[config.mk]
export PLATFORM = sky130hd
export DESIGN_NAME = decoder_3x8
export DESIGN_NICKNAME = d
export VERILOG_FILES = /design/src/rtl/decoder_3x8.sv
export SDC_FILE = /design/constraint.sdc
export NUM_CORES = 1
export LEC_CHECK = 0
export CAP_MARGIN = 20
export CORE_MARGIN = 2
export CORE_UTILIZATION = 36
export CTS_CLUSTER_DIAMETER = 80
export DETAILED_ROUTE_END_ITERATION = 12
export SYNTH_ARGS = -nofsm -noshare
export SYNTH_HDL_FRONTEND = slang
export SYNTH_SLANG_ARGS = --single-unit
export TNS_END_PERCENT = 1
[constraint.sdc]
create_clock -name clk -period 2.6 [get_ports clk]
set_clock_uncertainty 0.1 [all_clocks]
set_input_delay 0.78 -clock clk [delete_from_list [all_inputs] [get_ports clk]]
set_output_delay 0.78 -clock clk [all_outputs]
set_load 0.01 [all_outputs]
[src/rtl/decoder_3x8.sv]
`default_nettype none
//-----------------------------------------------------------------------------
// Module      : decoder_3x8
// Description : Registered 3-to-8 one-hot decoder with enable, plus valid
//               flag, captured select and saturating enabled-decode counter.
// Revision    : 1.0 - initial release
//-----------------------------------------------------------------------------
module decoder_3x8 #(
   parameter int CNT_W = 8
) (
   input  logic             clk,
   input  logic             rst_n,
   input  logic             a,
   input  logic             b,
   input  logic             c,
   input  logic             en,
   input  logic             clr,
   output logic             d0,
   output logic             d1,
   output logic             d2,
   output logic             d3,
   output logic             d4,
   output logic             d5,
   output logic             d6,
   output logic             d7,
   output logic             valid,
   output logic [2:0]       sel,
   output logic [CNT_W-1:0] hit_cnt
);

   localparam logic [CNT_W-1:0] c_cnt_max = '1;

   logic [2:0]       w_s;
   logic [7:0]       w_onehot;
   logic [7:0]       r_d;
   logic             r_valid;
   logic [2:0]       r_sel;
   logic [CNT_W-1:0] r_cnt;

   assign w_s = {a, b, c};

   // A case decode (rather than a shift) lets unknown select bits fall into
   // the default arm, so X/Z on the select never raises any line.
   always_comb begin
      w_onehot = 8'h00;
      case (w_s)
         3'd0:    w_onehot = 8'h01;
         3'd1:    w_onehot = 8'h02;
         3'd2:    w_onehot = 8'h04;
         3'd3:    w_onehot = 8'h08;
         3'd4:    w_onehot = 8'h10;
         3'd5:    w_onehot = 8'h20;
         3'd6:    w_onehot = 8'h40;
         3'd7:    w_onehot = 8'h80;
         default: w_onehot = 8'h00;
      endcase
   end

   always_ff @(posedge clk or negedge rst_n) begin
      if (!rst_n) begin
         r_d     <= 8'h00;
         r_valid <= 1'b0;
         r_sel   <= 3'b000;
         r_cnt   <= '0;
      end else begin
         r_d     <= en ? w_onehot : 8'h00;
         r_valid <= en;
         if (en) begin
            r_sel <= w_s;
         end
         // Clear wins over counting the same cycle's decode.
         if (clr) begin
            r_cnt <= '0;
         end else if (en && (r_cnt != c_cnt_max)) begin
            r_cnt <= r_cnt + 1'b1;
         end
      end
   end

   assign d0      = r_d[0];
   assign d1      = r_d[1];
   assign d2      = r_d[2];
   assign d3      = r_d[3];
   assign d4      = r_d[4];
   assign d5      = r_d[5];
   assign d6      = r_d[6];
   assign d7      = r_d[7];
   assign valid   = r_valid;
   assign sel     = r_sel;
   assign hit_cnt = r_cnt;

endmodule
`default_nettype wire

==> out/results.ini <==
[cts]
cts_buffers=3
cts_resized=0
clock-root-buffer=clkbuf_4
clk_latency_ns=0.29
cts.clk_slew.worst_paths_ns=0.11
cts_tree=done
htreeDepth=1
post-cts-setup-buffer-count=0
hold_buffers=0
clockBufferDepth=2
cts.sinks=20

[placement]
place_ws_ns=0.262
globalplace.congestion=0.913
dp.cells=128
place_area_mm2=0.00113
hpwl_um=1250
io_buffers=26

[flow_run]
cap_viol_max_count=0

[synth]
synth.distinct_cells=25
synth_area_leader_cell=dfrtp_1
yosysMostFrequentCell=dfrtp_1
synthCells=75
synth_top_area_share_pct=59.8
synth_flop_cell=dfrtp_1
syn-num-nets=83
yosys-top-cells-count=dfrtp_1 (20), nor2_1 (12), nand4_1 (5)
synth_area_leaders=dfrtp_1 (60%), nor2_1 (5.4%), nand4_1 (3.7%)
netlist_area_um2=837
ys_seq_area_share_pct=59.8
ys_async_sr_fraction_pct=100
ys_seq_elements=20
synth_edf_count=0
syn_avg_cell_area_um2=11.2
ys_warn_count=0

[worst_setup_path]
r2r-end=hit_cnt[5]$_DFFE_PN0P_
r2r_start=hit_cnt[0]$_DFFE_PN0P_
critPathKind=register to output pin
worstRegToRegCells=5
regToRegSetupSlack_ns=0.83
max_stage_delay_ns=0.59
startpoint_type=register
cp.required_ns=1.72
critPathArrivalTime_ns=1.40
worst_path_dominant_cell_family=buffers and inverters
cpMaxStageDelayCell=clkdlybuf4s50_1
cp.depth=1
crit_chain=clkdlybuf4s50_1
crit_fanout=8
path_buf_inv=1
crit_path_end_kind=output pin

[sta]
layout_setup_ws_ns=0.321
tightest_slew_ns=0.327
fin_crit_sh_pct=87.7
setup_viol=0
fmax_ghz=0.439
rsz0062_at_grt=no
tns_ns=0
slew-limit-headroom_pct=78.2
hold_violations=0
fin_crit_ns=2.28
drv_slew=0

[drt]
viasPerCell=5.11
via_count=674
drc=0
routed_wl_um=1690
drt_iter0_drc=15
dr.pass1.iters=4
wl_per_cell_um=12.8
ant_nets=0

[cells_and_area]
finalNonFillerCells=132
diodes=0
fillCellCount=200
nets=113
drive_gt1_share_pct=9.62
design_area_mm2=0.00116
area_delta_synth_final_pct=39.0

[worst_hold_path]
hp-start=sel[2]$_DFFE_PN0P_
min_path_cells=2
holdPathEnd=sel[2]$_DFFE_PN0P_
hold_class=register to register

[power_and_ir_drop]
finalPower_mw=0.577
vdd_drop_max_mv=0.222
power.density_mw_per_mm2=496
p_leak_nw=0.500

[floorplan]
rows=17
die_x_um=52.2
start_util_pct=37.8
die_h_um=52.2
io_pins=27
coreArea_mm2=0.00221
dieArea_mm2=0.00273

[global_route]
grt_use_total_pct=14.2
grt_pass1_wl_um=2920
grt_max_degree=21
antenna_found_initial=0
grt_overflow_total=0
grt_pass1_vias=705

[outcome]
status=finished, final reports clean

==> final cells by class <==
cell class | count | area, µm² | share of cell area [%]
flip-flops and latches | 20 | 500 | 43.0
clock buffers | 4 | 36.3 | 3.12
inverters | 2 | 7.51 | 0.645
multi-input cells | 50 | 309 | 26.6
well taps | 28 | 35.0 | 3.01
repair buffers | 28 | 275 | 23.7
==> logic make-up (layout without fill, tap and decap cells) <==
kind of cell               after synthesis  in the layout  synth area share (%)
and+or+nand+nor                         33             33                  19.6
DFF                                     20             20                  59.8
adders and majority gates                1              1                  1.49
AOI/OAI and AO/OA                        9              9                  7.62
muxes                                    4              4                  5.08
xor gates and xnor gates                 3              3                  3.14
buffers and inverters                    5             34                  3.29
==> flip-flops by register name (all words and copies together), names as in the netlist <==
register  count
hit_cnt       8
r_d           8
sel           3
valid         1
==> power breakdown <==
group | leakage [nW] | switching [mW] | internal, mW | total, mW
logic | 0.212 | 0.0333 | 0.0392 | 0.0725
clock network | 0.0210 | 0.0888 | 0.0852 | 0.174
registers | 0.267 | 0.00765 | 0.322 | 0.330
==> placed cells by master, fill, tap and decap left out, types with 2 or more instances in the layout <==
| master | netlist | routed |
|---|---|---|
| dfrtp_1 | 20 | 20 |
| clkbuf_4 | 0 | 3 |
| mux2i_1 | 2 | 2 |
| a21oi_1 | 2 | 2 |
| nand3_1 | 3 | 3 |
| buf_4 | 0 | 2 |
| clkdlybuf4s50_1 | 0 | 26 |
| o21bai_1 | 2 | 2 |
| nand2b_1 | 3 | 3 |
| nor3_1 | 3 | 3 |
| nor2_1 | 12 | 12 |
| mux2_2 | 2 | 2 |
| nand2_1 | 4 | 4 |
| nand4_1 | 5 | 5 |
| xor2_1 | 3 | 3 |
| inv_1 | 2 | 2 |
==> worst max path at each step <==
| stage | start | to | slack [ns] |
|---|---|---|---|
| after global placement | en | hit_cnt[5]$_DFFE_PN0P_ | 0.30 |
| after CTS | hit_cnt[4]$_DFFE_PN0P_ | hit_cnt[4] | 0.31 |
| after floorplan | hit_cnt[0]$_DFFE_PN0P_ | hit_cnt[5]$_DFFE_PN0P_ | 0.94 |
| after detailed placement | en | hit_cnt[5]$_DFFE_PN0P_ | 0.26 |
| final | hit_cnt[4]$_DFFE_PN0P_ | hit_cnt[4] | 0.32 |
| after global routing | hit_cnt[4]$_DFFE_PN0P_ | hit_cnt[4] | 0.23 |
==> metal layers <==
metal / routed length [µm] / GRT usage [%] / part of all wire [%]
met5: 0 / 0 / 0
met4: 10 / 6.41 / 0.59
met1: 716 / 16.9 / 42
met3: 140 / 3.71 / 8.3
met2: 825 / 24.1 / 49
==> metrics by stage <==
stage               util, %  hold WS, ns
floorplan                 -        0.384
global placement       51.0        0.393
detailed placement     51.0        0.412
CTS                    52.6        0.435
global route           52.6        0.452
finish                 52.6        0.428
(Power assumes the default switching activity.)
